## src/rtl/seg_scan_driver.sv

```systemverilog
// seg_scan_driver: time-multiplexed driver for a 4-digit common-anode 7-segment display.
// Cycles through the four digits with a dead time at the start of each slot.
// Digit codes are captured into a snapshot once per frame so a frame never shows a mix of old and new data.
// Optional feature: define SEG_BLINK_EN to enable the blink input (periodic blanking).
module seg_scan_driver #(
  parameter int unsigned DIGIT_CYCLES = 100_000,
  parameter int unsigned BLANK_CYCLES = 1_000,
  parameter int unsigned BLINK_CYCLES = 25_000_000
) (
  input  logic        clk,
  input  logic        reset,
  input  logic        active,
  input  logic [15:0] seg_data,
  input  logic [3:0]  dp_en,
  input  logic        blink,
  output logic [3:0]  an,
  output logic [6:0]  seg,
  output logic        dp
);

  localparam int unsigned CNT_W = (DIGIT_CYCLES > 1) ? $clog2(DIGIT_CYCLES) : 1;
  localparam logic [CNT_W-1:0] SLOT_LAST = CNT_W'(DIGIT_CYCLES - 1);
  localparam logic [CNT_W-1:0] BLANK_END = CNT_W'(BLANK_CYCLES);

  // Map a code to active-low cathodes {g,f,e,d,c,b,a}.
  function automatic logic [6:0] seg_decode(input logic [3:0] code);
    logic [6:0] s;
    case (code)
      4'h0:    s = 7'h40;
      4'h1:    s = 7'h79;
      4'h2:    s = 7'h24;
      4'h3:    s = 7'h30;
      4'h4:    s = 7'h19;
      4'h5:    s = 7'h12;
      4'h6:    s = 7'h02;
      4'h7:    s = 7'h78;
      4'h8:    s = 7'h00;
      4'h9:    s = 7'h10;
      4'hA:    s = 7'h2B;
      4'hB:    s = 7'h3F;
      4'hC:    s = 7'h21;
      4'hD:    s = 7'h41;
      4'hE:    s = 7'h0C;
      default: s = 7'h7F;
    endcase
    return s;
  endfunction

  logic [CNT_W-1:0] slot_cnt, slot_nxt;
  logic [1:0]       digit_idx, idx_nxt;
  logic [15:0]      snap_data, snap_data_nxt, cur_data;
  logic [3:0]       snap_dp, snap_dp_nxt, cur_dp;
  logic             running, running_nxt;
  logic [3:0]       code;
  logic             blank;
  logic             blink_gate;
  logic [3:0]       an_nxt;
  logic [6:0]       seg_nxt;
  logic             dp_nxt;

`ifdef SEG_BLINK_EN
  localparam int unsigned BLINK_W = (BLINK_CYCLES > 1) ? $clog2(BLINK_CYCLES) : 1;
  localparam logic [BLINK_W-1:0] BLINK_LAST = BLINK_W'(BLINK_CYCLES - 1);

  logic [BLINK_W-1:0] blink_cnt;
  logic               blink_phase;

  // Blink half-period counter; phase flips each BLINK_CYCLES while blinking is requested.
  always_ff @(posedge clk or negedge reset) begin
    if (!reset) begin
      blink_cnt   <= '0;
      blink_phase <= 1'b0;
    end else if (blink && active) begin
      if (blink_cnt == BLINK_LAST) begin
        blink_cnt   <= '0;
        blink_phase <= ~blink_phase;
      end else begin
        blink_cnt <= blink_cnt + BLINK_W'(1);
      end
    end else begin
      blink_cnt   <= '0;
      blink_phase <= 1'b0;
    end
  end

  // Gate on the live blink input so dropping blink restores the display on the next output update.
  assign blink_gate = blink & blink_phase;
`else
  logic unused_blink;
  assign blink_gate   = 1'b0;
  assign unused_blink = ^{blink, 32'(BLINK_CYCLES)};
`endif

  // Next-state for scan counters and snapshot, plus next output values.
  always_comb begin
    slot_nxt      = slot_cnt;
    idx_nxt       = digit_idx;
    snap_data_nxt = snap_data;
    snap_dp_nxt   = snap_dp;
    running_nxt   = running;
    cur_data      = snap_data;
    cur_dp        = snap_dp;

    if (!active) begin
      slot_nxt      = '0;
      idx_nxt       = 2'd0;
      snap_data_nxt = 16'hFFFF;
      snap_dp_nxt   = 4'h0;
      running_nxt   = 1'b0;
    end else begin
      running_nxt = 1'b1;
      // First active cycle: take a fresh snapshot and use it right away.
      if (!running) begin
        snap_data_nxt = seg_data;
        snap_dp_nxt   = dp_en;
        cur_data      = seg_data;
        cur_dp        = dp_en;
      end
      if (slot_cnt == SLOT_LAST) begin
        slot_nxt = '0;
        idx_nxt  = digit_idx + 2'd1;
        // Frame boundary: next frame shows the data present now.
        if (digit_idx == 2'd3) begin
          snap_data_nxt = seg_data;
          snap_dp_nxt   = dp_en;
        end
      end else begin
        slot_nxt = slot_cnt + CNT_W'(1);
      end
    end

    code  = cur_data[{digit_idx, 2'b00} +: 4];
    blank = !active || (slot_cnt < BLANK_END) || blink_gate;

    an_nxt  = 4'hF;
    seg_nxt = 7'h7F;
    dp_nxt  = 1'b1;
    if (!blank) begin
      an_nxt  = ~(4'b0001 << digit_idx);
      seg_nxt = seg_decode(code);
      dp_nxt  = ~cur_dp[digit_idx];
    end
  end

  // State and output registers; reset blanks the display asynchronously.
  always_ff @(posedge clk or negedge reset) begin
    if (!reset) begin
      slot_cnt  <= '0;
      digit_idx <= 2'd0;
      snap_data <= 16'hFFFF;
      snap_dp   <= 4'h0;
      running   <= 1'b0;
      an        <= 4'hF;
      seg       <= 7'h7F;
      dp        <= 1'b1;
    end else begin
      slot_cnt  <= slot_nxt;
      digit_idx <= idx_nxt;
      snap_data <= snap_data_nxt;
      snap_dp   <= snap_dp_nxt;
      running   <= running_nxt;
      an        <= an_nxt;
      seg       <= seg_nxt;
      dp        <= dp_nxt;
    end
  end

endmodule
```

## config.mk

```make
export PLATFORM = sky130hd
export DESIGN_NAME = seg_scan_driver
export DESIGN_NICKNAME = d
export VERILOG_FILES = /design/src/rtl/seg_scan_driver.sv
export SDC_FILE = /design/constraint.sdc
export NUM_CORES = 1
export LEC_CHECK = 0
export CAP_MARGIN = 20
export CORE_ASPECT_RATIO = 1.4
export CORE_MARGIN = 4
export CORE_UTILIZATION = 63
export CTS_CLUSTER_DIAMETER = 80
export DETAILED_ROUTE_END_ITERATION = 8
export DONT_BUFFER_PORTS = 1
export PLACE_DENSITY = 0.83
export SETUP_SLACK_MARGIN = 0.2
export SLEW_MARGIN = 25
export SYNTH_ARGS = -nofsm -noshare
export SYNTH_HDL_FRONTEND = slang
export SYNTH_SLANG_ARGS = --single-unit
```

## constraint.sdc

```tcl
create_clock -name clk -period 2.62 [get_ports clk]
set_input_delay 0.524 -clock clk [delete_from_list [all_inputs] [get_ports clk]]
set_output_delay 0.524 -clock clk [all_outputs]
set_load 0.02 [all_outputs]
```

==> out/results.ini <==
[status]
status = completed

[synth]
synth_top_cell_area_share_pct = 26.8
synth_top_cells_by_count = nand2_1 (33), dfstp_2 (28), dfrtp_1 (24), nor2_1 (24), mux2i_1 (23)
synth_area_leaders = dfstp_2 (27%), dfrtp_1 (22%), mux2i_1 (8.4%)
ys_seq_elements = 52
ys_seq_area_share_pct = 48.6
post_synth.cell_area_avg_sq_um = 11.6
ys_warn_count = 0
yosys.cell_count.top_type = nand2_1
synth_flop_cell = dfstp_2
syn_inst = 238
synthArstFlopShare_pct = 100
synth_edf_count = 0
syn_area_sq_mm = 0.00275
ys_types = 40
syn_nets = 272
synth_top_area_cell = dfstp_2

[placed_design]
placed_area_sq_mm = 0.00282
place_congestion = 0.787
dpl.hpwl_um = 3450
io_buffer_count = 0

[worst_setup_path]
ff2ff_path_depth = 6
slowest_delay_ns = 0.58
r2r_start = slot_cnt[11]
rrSetupSlack_ns = 0.38
cp_top_family = simple AND/OR/NAND/NOR gates
worstPathCellList = or4_1 > nor4_4 > a21boi_2 > buf_4 > mux2i_1 > nand2_1
r2r-end = snap_data[12]
endpoint_kind = flip-flop
worstSetupPathType = flip-flop to flip-flop
slowest_stage = or4_1
cp_num_buf_inv = 1
worstPathArrival_ns = 2.47
required_ns = 2.85
crit_fanout = 16
cp-start-kind = flip-flop

[finish]
drive_gt1_share_pct = 25.8
area_growth_pct = 6.78
finish.net_count = 277
fillers = 309
utilization_pct = 69.3
design_area_sq_mm = 0.00294
multi_input_area_sq_mm = 0.00134
diodes = 0
seqCellArea_sq_mm = 0.00134

[sta]
rsz0062_at_grt = false
finalSetupTns_ns = 0
hold_viol_final = 0
tightest_slew_ns = 0.397
final_max_slew_viol_count = 0
max_freq_ghz = 0.446
final.min_clock_period_ns = 2.24
skew_ns = 0.0173
slew_headroom_pct = 73.5
final.period_utilization_pct = 85.6
setup-violations-final = 0
whs_ns = 0.0285

[detailed_routing]
wl_um = 4740
via_per_inst = 5.68
drc_errors = 0
first_pass_iters = 4
wl_per_cell_um = 15.6
drt.antenna.violating_nets = 0
dr.first_iter.drc_count = 87
vias = 1727

[pwr]
leakagePower_nw = 1.24
ir_drop_v = 0.000411
finalPower_mw = 1.48
power_density_mw_per_mm2 = 503

[job]
drv_cap = 0

[die]
start_util_pct = 64.9
fp.coreArea_sq_mm = 0.00424
dieArea_sq_mm = 0.00550
dieWidth_um = 63.8
die_h_um = 86.2
ios = 36
rows = 28

[clocking]
cts_buffers = 5
clkSlewWorstSetupHoldPaths_ns = 0.10
cts_tree = yes
cts_max_level = 2
clock-sinks = 52
clk_latency_ns = 0.31
cts_max_path_buffers = 2
cts-root-buf = clkbuf_8

[global_routing]
grt_overflow_total = 0
grt_pass1_wl_um = 8200
grt_use_total_pct = 19.2
grt_pass1_vias = 1763
grt_start_max_net_pins = 30
grt_antenna_before_repair = 0

[min_path]
hold_path.class = input port to async pin

-- report_power, final --
group	leakage (nW)	internal [mW]	switching (mW)
clock network	0.0495	0.196	0.279
registers	0.621	0.837	0.0132
logic	0.568	0.0754	0.0780
total	1.24	1.11	0.370
-- area by class of cell --
class                   count  area share (%)
clock buffers               5            2.34
clock inverters             3           0.810
flip-flops and latches     52            45.5
repair buffers              8            2.47
well taps                  60            2.56
inverters                   5           0.639
multi-input cells         171            45.6
-- flip-flops by register name (all words and copies together) (netlist names) --
name and count:
running 1, snap_dp 4, seg 7, dp 1
digit_idx 2, an 4, snap_data 16, slot_cnt 17
-- placed cells by master (no fill, tap or decap), types with 2 or more instances in the layout --
master    count
clkbuf_8      5
nor2_1       24
xnor2_1       6
nand2_1      33
o211ai_1      4
dfstp_2      28
xor2_1       10
and2_1        5
mux4_2       10
dfrtp_1      23
nor2b_1       7
o22ai_1       2
nand3_1       7
inv_1         4
buf_4         7
ha_1         10
o21ai_1       2
nand2b_1      2
mux2i_4       2
and3_1        3
mux2i_1      23
o21ai_0       2
nand4_1       3
inv_6         2
a21oi_1       3
-- cells by family (layout without fill, tap and decap cells) --
kind of cell | count (synthesis) | after routing | synth area share [%]
AO/OA/AOI/OAI | 19 | 19 | 4.69
adder cells (fa/ha/maj) | 10 | 10 | 4.55
multiplexers | 36 | 36 | 18.6
AND/OR/NAND/NOR | 90 | 90 | 15.7
buffers and inverters | 15 | 21 | 2.82
flip-flops | 52 | 52 | 48.6
XOR/XNOR | 16 | 16 | 5.10
-- metal layers --
metal	GRT usage, %	part of all wire, %	vias to the layer above
li1	-	-	834
met1	21.6	39	860
met2	34.7	55	27
met3	4.93	4.6	6
met4	7.07	1.6	0
met5	0	0	-
-- metrics by stage --
stage	std cells	setup WS, ns
finish	304	0.377
global route	304	0.238
CTS	304	0.286
detailed placement	295	0.285
global placement	295	0.323
floorplan	238	0.346
-- timing repair --
action                                  CTS  global route
hold endpoints to repair                 24             0
setup buffers                             0             0
hold buffers                              1             0
endpoints found under the setup margin    0             3
resized for setup                         0             1
-- worst max-delay path by stage --
stage / startpoint / end / cells after the start
finish: slot_cnt[11] / snap_data[12] / 6
CTS: digit_idx[0] / seg[1] / 7
global placement: active / seg[0] / 7
floorplan: active / seg[1] / 9
global route: slot_cnt[12] / snap_data[8] / 6
detailed placement: active / seg[0] / 7
Note: power is estimated with default switching activity, not from simulation.
